**src/rtl/io_bank.sv**
```systemverilog
// Memory-mapped I/O register bank: synchronised inputs with sticky rising-edge
// flags, read/write output registers and a maskable registered interrupt.
module io_bank #(
    parameter int               WIDTH       = 16,
    parameter int               N_IN        = 2,
    parameter int               N_OUT       = 3,
    parameter int               SYNC_STAGES = 2,
    parameter int               ADDR_W      = 4,
    parameter logic [WIDTH-1:0] OUT_RESET   = '0
) (
    input  logic                   clk,
    input  logic                   rst_n,
    input  logic [ADDR_W-1:0]      address,
    input  logic                   load,
    input  logic [WIDTH-1:0]       data,
    output logic [WIDTH-1:0]       q,
    input  logic [N_IN*WIDTH-1:0]  in_bus,
    output logic [N_OUT*WIDTH-1:0] out_bus,
    output logic                   irq
);

    localparam int E        = 2 * N_IN;
    localparam int IRQ_ADDR = E + N_OUT;
    localparam int ARM_W    = $clog2(SYNC_STAGES + 2);
    localparam logic [ARM_W-1:0] ARM_DONE = ARM_W'(SYNC_STAGES + 1);

    typedef logic [N_IN-1:0][WIDTH-1:0]  chan_in_t;
    typedef logic [N_OUT-1:0][WIDTH-1:0] chan_out_t;

    chan_in_t         sync_q [SYNC_STAGES];
    chan_in_t         prev_q;
    chan_in_t         edge_q, edge_d;
    chan_out_t        out_q, out_d;
    logic [N_IN-1:0]  irq_en_q, irq_en_d;
    logic [ARM_W-1:0] arm_q;
    logic             irq_q, irq_d;
    chan_in_t         in_val;
    logic             armed;

    assign in_val  = sync_q[SYNC_STAGES-1];
    assign armed   = (arm_q == ARM_DONE);
    assign out_bus = out_q;
    assign irq     = irq_q;

    always_ff @(posedge clk or negedge rst_n) begin
        if (!rst_n) begin
            for (int s = 0; s < SYNC_STAGES; s++) sync_q[s] <= '0;
            prev_q   <= '0;
            edge_q   <= '0;
            irq_en_q <= '0;
            arm_q    <= '0;
            irq_q    <= 1'b0;
            for (int j = 0; j < N_OUT; j++) out_q[j] <= OUT_RESET;
        end else begin
            sync_q[0] <= in_bus;
            for (int s = 1; s < SYNC_STAGES; s++) sync_q[s] <= sync_q[s-1];
            prev_q   <= in_val;
            edge_q   <= edge_d;
            irq_en_q <= irq_en_d;
            out_q    <= out_d;
            irq_q    <= irq_d;
            if (!armed) arm_q <= arm_q + ARM_W'(1);
        end
    end

    // Clear is applied before set so a fresh edge survives a same-cycle W1C.
    always_comb begin
        edge_d   = edge_q;
        out_d    = out_q;
        irq_en_d = irq_en_q;
        irq_d    = 1'b0;
        for (int i = 0; i < N_IN; i++) begin
            if (load && address == ADDR_W'(N_IN + i)) edge_d[i] = edge_d[i] & ~data;
            if (armed) edge_d[i] = edge_d[i] | (in_val[i] & ~prev_q[i]);
            irq_d = irq_d | (irq_en_q[i] & (|edge_q[i]));
        end
        for (int j = 0; j < N_OUT; j++) begin
            if (load && address == ADDR_W'(E + j)) out_d[j] = data;
        end
        if (load && address == ADDR_W'(IRQ_ADDR)) irq_en_d = data[N_IN-1:0];
    end

    always_comb begin
        q = '0;
        for (int i = 0; i < N_IN; i++) begin
            if (address == ADDR_W'(i))        q = in_val[i];
            if (address == ADDR_W'(N_IN + i)) q = edge_q[i];
        end
        for (int j = 0; j < N_OUT; j++) begin
            if (address == ADDR_W'(E + j)) q = out_q[j];
        end
        if (address == ADDR_W'(IRQ_ADDR)) begin
            q = '0;
            q[N_IN-1:0] = irq_en_q;
        end
    end

endmodule

```
**config.mk**
```make
export PLATFORM = sky130hd
export DESIGN_NAME = io_bank
export DESIGN_NICKNAME = d
export VERILOG_FILES = /design/src/rtl/io_bank.sv
export SDC_FILE = /design/constraint.sdc
export NUM_CORES = 1
export LEC_CHECK = 0
export CORE_MARGIN = 4
export CORE_UTILIZATION = 56
export DETAILED_ROUTE_END_ITERATION = 8
export PLACE_DENSITY = 0.84
export SYNTH_ARGS = -nofsm -noshare
export SYNTH_HDL_FRONTEND = slang
export SYNTH_SLANG_ARGS = --single-unit
export TNS_END_PERCENT = 10
```
**constraint.sdc**
```tcl
create_clock -name clk -period 3.9 [get_ports clk]
set_input_delay 0.585 -clock clk [delete_from_list [all_inputs] [get_ports clk]]
set_output_delay 0.585 -clock clk [all_outputs]
set_load 0.05 [all_outputs]
```
== Word-level counts from Yosys, hierarchy flattened ==
Cells that the tools add are included.

* Mux-type cells: 12
* Eq/ne operators: 8
* Reduce and logical (&&, ||, !) cells: 9
* Bitwise operators: 12
* Add/subtract/negate cells: 1

{| class="wikitable"
|+ Operators by type and width
! kind !! count
|-
| two-way mux 16 bit || 12
|-
| AND 16 bit || 4
|-
| inverter 16 bit || 3
|-
| OR 16 bit || 2
|-
| OR reduction 16 bit || 2
|-
| == test 4 x 3 -> 1 bit, second input constant || 4
|-
| == test 4 x 2 -> 1 bit, second input constant || 2
|-
| logical AND 1 bit || 6
|-
| == test 4 x 1 -> 1 bit, second input constant || 1
|-
| zero test 4 bit || 1
|-
| adder 2 x 1 -> 2 bit, second input constant || 1
|-
| AND 1 bit || 2
|-
| == test 2 bit, second input constant || 1
|-
| OR 1 bit || 1
|}

* Bits in registers: 181
* Bits of input ports: 55

== Depth between registers and ports, before layout ==
Gate-level depths: netlist (run 1).

* Word-level depth: 9
* Gate-level depth with buffers: 7

== Worst setup path before layout (run 1) ==
OpenSTA, ideal clock, no wires.

* Kind: input port to output port
* Start point: in address[0]
* End point: out q[10]
* Slack: 0.912 ns
* Required time: 3.315 ns
* Data arrival time: 2.403 ns
* Cell stages on the path: 6
* Cells stage by stage: buf_4 buf_4 mux2i_1 nor2_1 a21oi_1 a211oi_1

* Cells in the longest elaborated chain, start to end: 9

{| class="wikitable"
|+ RTL lines
! element !! line !! text
|-
| from (decl) || 13 || <nowiki>input logic [ADDR_W-1:0] address,</nowiki>
|-
| zero test 4 bit || 86 || <nowiki>if (address == ADDR_W'(i)) q = in_val[i];</nowiki>
|-
| two-way mux 16 bit || 86 ||
|-
| two-way mux 16 bit || 87 || <nowiki>if (address == ADDR_W'(N_IN + i)) q = edge_q[i];</nowiki>
|-
| two-way mux 16 bit || 86 ||
|-
| two-way mux 16 bit || 87 ||
|-
| two-way mux 16 bit (3 in a row) || 90 || <nowiki>if (address == ADDR_W'(E + j)) q = out_q[j];</nowiki>
|-
| two-way mux 16 bit * || 92 || <nowiki>if (address == ADDR_W'(IRQ_ADDR)) begin</nowiki>
|-
| to (decl) || 16 || <nowiki>output logic [WIDTH-1:0] q,</nowiki>
|}

Every way passes the cells marked *; elsewhere a longest branch is shown, timed or not.

== Final worst setup path (run 1) ==
* Start point: in address[0]
* End point: out q[6]

The elaborated chain is that of the path after synthesis.

==> flow_metrics.env, run 1 <==
export IMPL_fin_hold_ws_ns=0.223
export IMPL_path_class="in -> out"
export IMPL_power_density_mw_per_mm2=571
export IMPL_clk_latency_ns=0.43
export IMPL_syn_nets=539
export IMPL_leakage_uw=0.00386
export IMPL_tns_ns=0
export IMPL_io_buffers=119
export IMPL_syn_area_mm2=0.00682
export IMPL_drt_drc_violations_left=0
export IMPL_reg2reg_slack_ns=2.21
export IMPL_max_freq_mhz=299
export IMPL_diodes=0
export IMPL_synth_top_area_share_pct=66.4
export IMPL_ys_types=42
export IMPL_ys_seq_elements=181
export IMPL_cts_tree="yes"
export IMPL_cts_made_buffers=17
export IMPL_grt_ovfl_total=0
export IMPL_grt_pass1_wl_um=27300
export IMPL_cts_resized_gates=0
export IMPL_crit_arrival_ns=2.76
export IMPL_drt_pass1_iter_count=5
export IMPL_slew_viol_final=0
export IMPL_die_w_um=118
export IMPL_yosysSeqAreaShare_pct=66.4
export IMPL_fillers=727
export IMPL_clock_skew_ns=0.00780
export IMPL_die_h_um=118
export IMPL_ir_worst_vdd_uv=336
export IMPL_critPathLaunchType="primary input"
export IMPL_die_area_mm2=0.0140
export IMPL_post_route_util_pct=74.6
export IMPL_place_gp_congestion=0.783
export IMPL_hp_class="in -> async"
export IMPL_layout_nets=666
export IMPL_drt_iter0_markers=327
export IMPL_antenna_found_initial=0
export IMPL_outcome="finished clean"
export IMPL_drtAntennaViolNets=0
export IMPL_syn_to_final_growth_pct=30.8
export IMPL_period_needed_ns=3.35
export IMPL_startpoint="address[0]"
export IMPL_route_vias_total=4674
export IMPL_hold_buffers=0
export IMPL_critical_path_required_ns=3.31
export IMPL_cts_sinks=181
export IMPL_regToRegEndpoint="arm_q[1]"
export IMPL_synth_edf_count=0
export IMPL_hold_viol=0
export IMPL_grt_max_degree=93
export IMPL_post_cts_setup_buffers=0
export IMPL_postSynthAreaPerCell_um2=14.1
export IMPL_drive_above_1_share_pct=17.2
export IMPL_grt_use_total_pct=25.4
export IMPL_place_detailed_hpwl_um=10800
export IMPL_async_flop_share_pct=100
export IMPL_cts_clk_slew_worst_paths_ns=0.07
export IMPL_worst_setup_path_end_kind="primary output"
export IMPL_htreeDepth=4
export IMPL_rsz0062_at_grt="no"
export IMPL_yosysMostFrequentCell="dfrtp_1"
export IMPL_rows=40
export IMPL_yosys_warnings=0
export IMPL_maxCapViolCount=0
export IMPL_synth_area_leaders="dfrtp_1 (66%), mux2_4 (4.4%), o2bb2ai_1 (4.0%)"
export IMPL_slew_headroom_pct=46.1
export IMPL_wl_per_cell_um=22.2
export IMPL_setup_viol=0
export IMPL_coreArea_mm2=0.0120
export IMPL_crit_path_max_fanout=13
export IMPL_routed_wl_um=17100
export IMPL_ys_flop_type="dfrtp_1"
export IMPL_post_route_period_util_pct=85.8
export IMPL_cp_endpoint="q[6]"
export IMPL_synth_area_leader_cell="dfrtp_1"
export IMPL_worst_r2r_startpoint="arm_q[0]"
export IMPL_synthTopCellsByCount="dfrtp_1 (181), nand2_1 (66), o2bb2ai_1 (31)"
export IMPL_ioPinCount=120
export IMPL_rr_worst_depth=3
export IMPL_vias_per_cell=6.07
export IMPL_initial_core_util_pct=57.1
export IMPL_clock_path_buffers=2
export IMPL_grt_pass1_vias=4861
export IMPL_postSynthCellCount=483
export IMPL_clockRootBuffer="clkbuf_16"
export IMPL_worst_pin_slew_ns=0.809
layout make-up:
class | instances | area [µm²] | area share [%]
flip-flops and latches | 181 | 4530 | 50.7
multi-input cells | 275 | 2150 | 24.1
repair buffers | 134 | 1480 | 16.6
clock buffers | 19 | 453 | 5.07
well taps | 147 | 184 | 2.06
clock inverters | 13 | 131 | 1.47
inverters | 1 | 3.75 | 0.0421
how the worst min path moves through the flow:
stage	slack, ns	depth (start not counted)	to	from
after global placement	0.33	0	in_val[12]	sync_q[44]
after global routing	0.27	1	sync_q[42]	rst_n
after floorplan	0.29	0	arm_q[0]	rst_n
final	0.22	1	edge_q[24]	rst_n
after CTS	0.25	1	in_val[10]	rst_n
after detailed placement	0.33	0	in_val[14]	sync_q[46]
stage by stage:
stage / total power (µW) / std cells / area (µm²) / setup WS [ns]
4_1_cts: 5110 / 770 / 8930 / 0.586
6_report: 5100 / 770 / 8930 / 0.555
5_1_grt: 5260 / 770 / 8930 / 0.446
2_1_floorplan: 2930 / 483 / 6820 / 0.912
3_3_place_gp: 3410 / 738 / 8340 / 0.625
3_5_place_dp: 3440 / 738 / 8340 / 0.611
sequential cells by signal, summed over array words and instances (netlist names):
name      flops
arm_q         2
edge_q       32
out_bus      48
irq           1
irq_en_q      2
in_val       32
sync_q       32
prev_q       32
power breakdown:
group	switching [µW]	internal (µW)	total, µW
registers	153	2060	2220
logic	718	474	1190
clock network	713	974	1690
total	1580	3510	5100
logic make-up after synthesis:
logic type / after synthesis / synth area share, %
multiplexers: 62 / 11.5
XOR/XNOR: 1 / 0.128
adder cells (fa/ha/maj): 1 / 0.183
AO/OA/AOI/OAI: 93 / 10.9
AND/OR/NAND/NOR: 118 / 8.67
flip-flops: 181 / 66.4
buffers and inverters: 27 / 2.26
critical path: stages:
cell             delay (ns)
clkdlybuf4s50_1        0.67
buf_4                  0.30
nor4_2                 0.26
buf_4                  0.29
a221oi_1               0.12
a31oi_1                0.35
buf_12                 0.19
metal layers:
metal  vias to the layer above  wire (µm)  share of wire (%)  track usage (%)
met5                         -          0                  0                0
met4                         0        306                1.8             8.76
met3                        30       1150                6.7             7.32
met2                       218       8450                 49             40.1
met1                      2418       7230                 42             34.2
li1                       2008          -                  -                -
cell usage in the layout, fill, tap and decap left out, types with 2 or more instances in the layout:
cell / Yosys / final
a211oi_1: 2 / 2
a21oi_1: 2 / 2
a221oi_1: 13 / 13
a22o_1: 12 / 12
a22oi_1: 13 / 13
a31oi_1: 13 / 13
and2_1: 3 / 3
buf_12: 0 / 17
buf_4: 3 / 14
bufinv_16: 0 / 2
clkbuf_16: 0 / 17
clkbuf_8: 0 / 2
clkdlybuf4s50_1: 0 / 102
clkinv_2: 0 / 6
clkinv_4: 0 / 2
clkinvlp_4: 0 / 2
dfrtp_1: 181 / 181
mux2_1: 21 / 21
mux2_2: 12 / 12
mux2_4: 20 / 20
mux2i_1: 7 / 7
mux4_2: 2 / 2
nand2_1: 66 / 66
nand3b_1: 4 / 4
nand4_1: 2 / 2
nor2_1: 23 / 23
nor4_1: 9 / 8
o21ai_1: 2 / 2
o22ai_1: 2 / 2
o2bb2ai_1: 31 / 31
Note: power is estimated with default switching activity, not from simulation.
==> run 2, diff against run 1 <==
- MAX_ROUTING_LAYER: default -> met4
==> run 2 against run 1 <==
  * Sequential share of layout area did not move
  * Worst setup slack improved by 0.0033 ns
  * Count of clock-buffer cells in the layout did not move
  * Global-route usage rose by 0.73 points
  * Worst hold slack got worse by 0.0013 ns
  * Cell count did not move
  * Clock skew rose by 0.0023 ns
  * Non-clock buffer count did not move
  * Clock power barely moved
  * Highest routed layer unchanged
  * Sequential power barely moved
  * Flip-flop and latch count did not move
  * First-iteration DRC count rose by 7.6%
==> flow_metrics.env, run 2 (synthesized netlist as in run 1, its figures left out) <==
export IMPL_outcome="finished clean"
export IMPL_cts_tree="yes"
export IMPL_fillers=727
export IMPL_layout_commonest_cell="dfrtp_1"
export IMPL_power_share_combinational_pct=23.4
export IMPL_finish_instance_area_mm2=0.00893
export IMPL_syn_to_final_growth_pct=30.8
export IMPL_swShare_pct=31.0
export IMPL_rows=40
export IMPL_setup_slack_ns=0.558
export IMPL_coreArea_mm2=0.0120
export IMPL_max_stage_delay_ns=0.67
export IMPL_vias_per_cell=6.03
export IMPL_drt_pass1_iter_count=5
export IMPL_wl_per_cell_um=22.2
export IMPL_tns_ns=0
export IMPL_die_w_um=118
export IMPL_cts_made_buffers=17
export IMPL_drt_iter0_markers=352
export IMPL_clock_path_buffers=2
export IMPL_path_class="in -> out"
export IMPL_die_h_um=118
export IMPL_cp_common_cell="buf_4"
export IMPL_leakage_uw=0.00386
export IMPL_regToRegEndpoint="arm_q[1]"
export IMPL_diodes=0
export IMPL_placed_cells=738
export IMPL_critical_path_required_ns=3.31
export IMPL_setup_viol=0
export IMPL_grt_max_degree=93
export IMPL_rr_worst_depth=3
export IMPL_post_cts_setup_buffers=0
export IMPL_die_area_mm2=0.0140
export IMPL_hold_viol=0
export IMPL_clockPowerShare_pct=33.0
export IMPL_drt_drc_violations_left=0
export IMPL_mostFrequentLayoutCells="dfrtp_1 (181), clkdlybuf4s50_1 (102), nand2_1 (66)"
export IMPL_place_area_mm2=0.00834
export IMPL_crit_path_max_fanout=13
export IMPL_route_vias_total=4646
export IMPL_startpoint="address[0]"
export IMPL_period_needed_ns=3.34
export IMPL_hold_buffers=0
export IMPL_ir_worst_vdd_uv=334
export IMPL_rsz0062_at_grt="no"
export IMPL_cts_resized_gates=0
export IMPL_power_switching_uw=1580
export IMPL_post_route_util_pct=74.6
export IMPL_htreeDepth=4
export IMPL_cp_endpoint="q[6]"
export IMPL_slew_headroom_pct=46.2
export IMPL_clock_skew_ns=0.0101
export IMPL_io_buffers=119
export IMPL_antenna_found_initial=0
export IMPL_internal_power_uw=3510
export IMPL_place_ws_ns=0.611
export IMPL_crit_chain="clkdlybuf4s50_1 > buf_4 > nor4_2 > buf_4 > a221oi_1 > a31oi_1 > buf_12"
export IMPL_maxCapViolCount=0
export IMPL_drive_above_1_share_pct=17.2
export IMPL_clk_latency_ns=0.43
export IMPL_worst_r2r_startpoint="arm_q[0]"
export IMPL_layout_nets=666
export IMPL_worst_setup_path_end_kind="primary output"
export IMPL_cts_clk_slew_worst_paths_ns=0.06
export IMPL_drtAntennaViolNets=0
export IMPL_ioPinCount=120
export IMPL_power_density_mw_per_mm2=570
export IMPL_max_freq_mhz=299
export IMPL_place_gp_congestion=0.794
export IMPL_grt_pass1_vias=4850
export IMPL_place_detailed_hpwl_um=10800
export IMPL_post_route_period_util_pct=85.7
export IMPL_initial_core_util_pct=57.1
export IMPL_fin_cells=770
export IMPL_seqPwrFrac_pct=43.6
export IMPL_crit_arrival_ns=2.76
export IMPL_grt_pass1_wl_um=27300
export IMPL_reg2reg_slack_ns=2.20
export IMPL_routed_wl_um=17100
export IMPL_grt_use_total_pct=26.1
export IMPL_clockRootBuffer="clkbuf_16"
export IMPL_worst_pin_slew_ns=0.808
export IMPL_grt_ovfl_total=0
export IMPL_cts_sinks=181
export IMPL_critPathLaunchType="primary input"
export IMPL_largest_reg_flops=48
export IMPL_hp_class="in -> async"
export IMPL_cpMaxStageDelayCell="clkdlybuf4s50_1"
export IMPL_slew_viol_final=0
==> run 2: per-layer routing <==
layer  routed length [µm]  track usage (%)  vias to the layer above
met4                  354             9.41                        0
met1                 7090             34.9                     2394
met3                 1150             5.98                       32
met2                 8500             39.9                      208
li1                     -                -                     2012
met5                    0                -                        -
==> run 2: per-stage QoR <==
stage	hold slack, ns	total power, µW
floorplan	0.289	2930
global placement	0.332	3410
detailed placement	0.335	3440
CTS	0.251	5110
global route	0.272	5260
finish	0.222	5090
==> run 2: worst min-delay path by stage <==
stage / startpoint / endpoint / depth (start not counted)
5_1_grt: rst_n / sync_q[42] / 1
6_report: rst_n / in_val[10] / 1
4_1_cts: rst_n / in_val[10] / 1
3_5_place_dp: sync_q[46] / in_val[14] / 0
3_3_place_gp: sync_q[44] / in_val[12] / 0
2_1_floorplan: rst_n / arm_q[0] / 0
==> run 2: area by class of cell <==
type | instances | area [µm²] | share of cell area (%)
Clock buffer | 19 | 453 | 5.07
Multi-Input combinational cell | 275 | 2150 | 24.1
Clock inverter | 13 | 131 | 1.47
Inverter | 1 | 3.75 | 0.0421
Sequential cell | 181 | 4530 | 50.7
Tap cell | 147 | 184 | 2.06
Timing Repair Buffer | 134 | 1480 | 16.6
==> run 2: power groups by stage <==
stage          Clock, µW  Sequential (µW)  Combinational [µW]
2_1_floorplan          0             2630                 303
3_3_place_gp           0             2230                1180
3_5_place_dp           0             2240                1190
4_1_cts             1690             2210                1200
5_1_grt             1780             2240                1240
6_report            1680             2220                1190
==> run 2: critical path, delay by kind of cell <==
kind            cells  cell delay [ns]
compound gates      2             0.47
buf+inv             4             1.44
simple gates        1             0.26
==> run 3, diff against run 2 <==
- CORE_UTILIZATION: 56 -> 50
- PLACE_DENSITY: 0.84 -> 0.76
==> run 3 against run 2 <==
  * Worst hold slack improved by 0.030 ns
  * Register-to-register slack got worse by 0.07 ns
  * Clock power rose by 8%
  * Clock skew fell by 0.0040 ns
  * Utilization fell by 6.9 points
  * Wire length fell by 1.0%
  * Non-clock buffer count rose by 1
  * Sequential power barely moved
  * Critical endpoint is now q[4]
==> flow_metrics.env, run 3 (synthesized netlist as in run 1, its figures left out) <==
export IMPL_outcome="finished clean"
export IMPL_ir_worst_vdd_uv=493
export IMPL_clockRootBuffer="clkbuf_16"
export IMPL_layout_nets=667
export IMPL_clk_latency_ns=0.43
export IMPL_syn_to_final_growth_pct=32.0
export IMPL_crit_path_max_fanout=13
export IMPL_drt_drc_violations_left=0
export IMPL_initial_core_util_pct=51.3
export IMPL_drtAntennaViolNets=0
export IMPL_slew_headroom_pct=43.1
export IMPL_hold_viol=0
export IMPL_clock_path_buffers=2
export IMPL_max_freq_mhz=308
export IMPL_cts_resized_gates=0
export IMPL_cpMaxStageDelayCell="clkdlybuf4s50_1"
export IMPL_io_buffers=119
export IMPL_path_class="in -> out"
export IMPL_largest_reg_flops=48
export IMPL_fillers=946
export IMPL_mostFrequentLayoutCells="dfrtp_1 (181), clkdlybuf4s50_1 (102), nand2_1 (66)"
export IMPL_worst_pin_slew_ns=0.853
export IMPL_grt_use_total_pct=23.3
export IMPL_crit_chain="clkdlybuf4s50_1 > buf_4 > nand2b_4 > and2b_4 > a221oi_1 > a31oi_1 > buf_12"
export IMPL_critical_path_required_ns=3.31
export IMPL_period_needed_ns=3.24
export IMPL_place_detailed_hpwl_um=11200
export IMPL_die_w_um=125
export IMPL_tns_ns=0
export IMPL_leakage_uw=0.00389
export IMPL_setup_viol=0
export IMPL_coreArea_mm2=0.0133
export IMPL_hold_buffers=0
export IMPL_grt_ovfl_total=0
export IMPL_diodes=0
export IMPL_cts_sinks=181
export IMPL_max_stage_delay_ns=0.65
export IMPL_critPathLaunchType="primary input"
export IMPL_path_delay_family="buffers and inverters"
export IMPL_power_density_mw_per_mm2=579
export IMPL_maxCapViolCount=0
export IMPL_drt_iter0_markers=280
export IMPL_crit_arrival_ns=2.66
export IMPL_post_route_period_util_pct=83.2
export IMPL_drt_pass1_iter_count=5
export IMPL_htreeDepth=4
export IMPL_rsz0062_at_grt="no"
export IMPL_layout_commonest_cell="dfrtp_1"
export IMPL_cts_clk_slew_worst_paths_ns=0.06
export IMPL_setup_slack_ns=0.656
export IMPL_routed_wl_um=16900
export IMPL_grt_pass1_wl_um=27400
export IMPL_ioPinCount=120
export IMPL_wl_per_cell_um=21.2
export IMPL_antenna_found_initial=0
export IMPL_cts_tree="yes"
export IMPL_grt_max_degree=99
export IMPL_slew_viol_final=0
export IMPL_grt_pass1_vias=4940
export IMPL_route_vias_total=4598
export IMPL_drive_above_1_share_pct=17.0
export IMPL_die_area_mm2=0.0156
export IMPL_place_gp_congestion=0.875
export IMPL_critPathBufInv=3
export IMPL_post_cts_setup_buffers=0
export IMPL_hp_class="in -> async"
export IMPL_cts_made_buffers=17
export IMPL_clock_skew_ns=0.00611
export IMPL_place_ws_ns=0.674
export IMPL_worst_setup_path_end_kind="primary output"
export IMPL_vias_per_cell=5.75
export IMPL_die_h_um=125
export IMPL_rows=42
## run 3: cell count changes in the layout (fill, tap and decap cells not counted)
cell | before | now
buf_12 | 17 | 16
clkinvlp_4 | 2 | 0
clkinv_2 | 6 | 3
inv_8 | 0 | 1
buf_4 | 14 | 16
bufinv_16 | 2 | 4
clkbuf_1 | 0 | 2
## run 3: worst paths after layout
path	from	end	slack, ns	cells past startpoint
max in group asynchronous	rst_n	in_val[24]	2.68	2
max	address[2]	q[4]	0.66	7
min reg2reg	sync_q[32]	in_val[0]	0.34	0
max reg2reg	arm_q[0]	arm_q[1]	2.13	3
min	rst_n	sync_q[35]	0.25	1
min in group clk	sync_q[32]	in_val[0]	0.34	0
## run 3: cell type report
class / instances / area (µm²) / area share [%]
well taps: 176 / 220 / 2.45
clock buffers: 21 / 460 / 5.11
clock inverters: 11 / 173 / 1.92
repair buffers: 135 / 1470 / 16.4
inverters: 1 / 3.75 / 0.0417
multi-input cells: 275 / 2150 / 23.8
flip-flops and latches: 181 / 4530 / 50.3
## run 3: metal layers
layer	wire, µm	GRT usage, %	vias to the layer above
met1	7520	31.8	2410
met4	325	8.42	0
li1	-	-	2017
met2	8150	34.8	146
met3	924	5.19	25
met5	0	-	-
## run 3: where the power goes
part / total [µW] / switching [µW] / internal (µW)
clock: 1810 / 697 / 1110
sequential: 2220 / 152 / 2060
combinational: 1190 / 717 / 473
## run 3: through the flow
stage,area (µm²),hold WS (ns),std cells,utilization [%],total power (µW)
2_1_floorplan,6820,0.289,483,-,2930
3_3_place_gp,8370,0.331,768,63.0,3420
3_5_place_dp,8370,0.335,768,63.0,3440
4_1_cts,9010,0.277,800,67.7,5270
5_1_grt,9010,0.320,800,67.7,5410
6_report,9010,0.252,800,67.7,5220
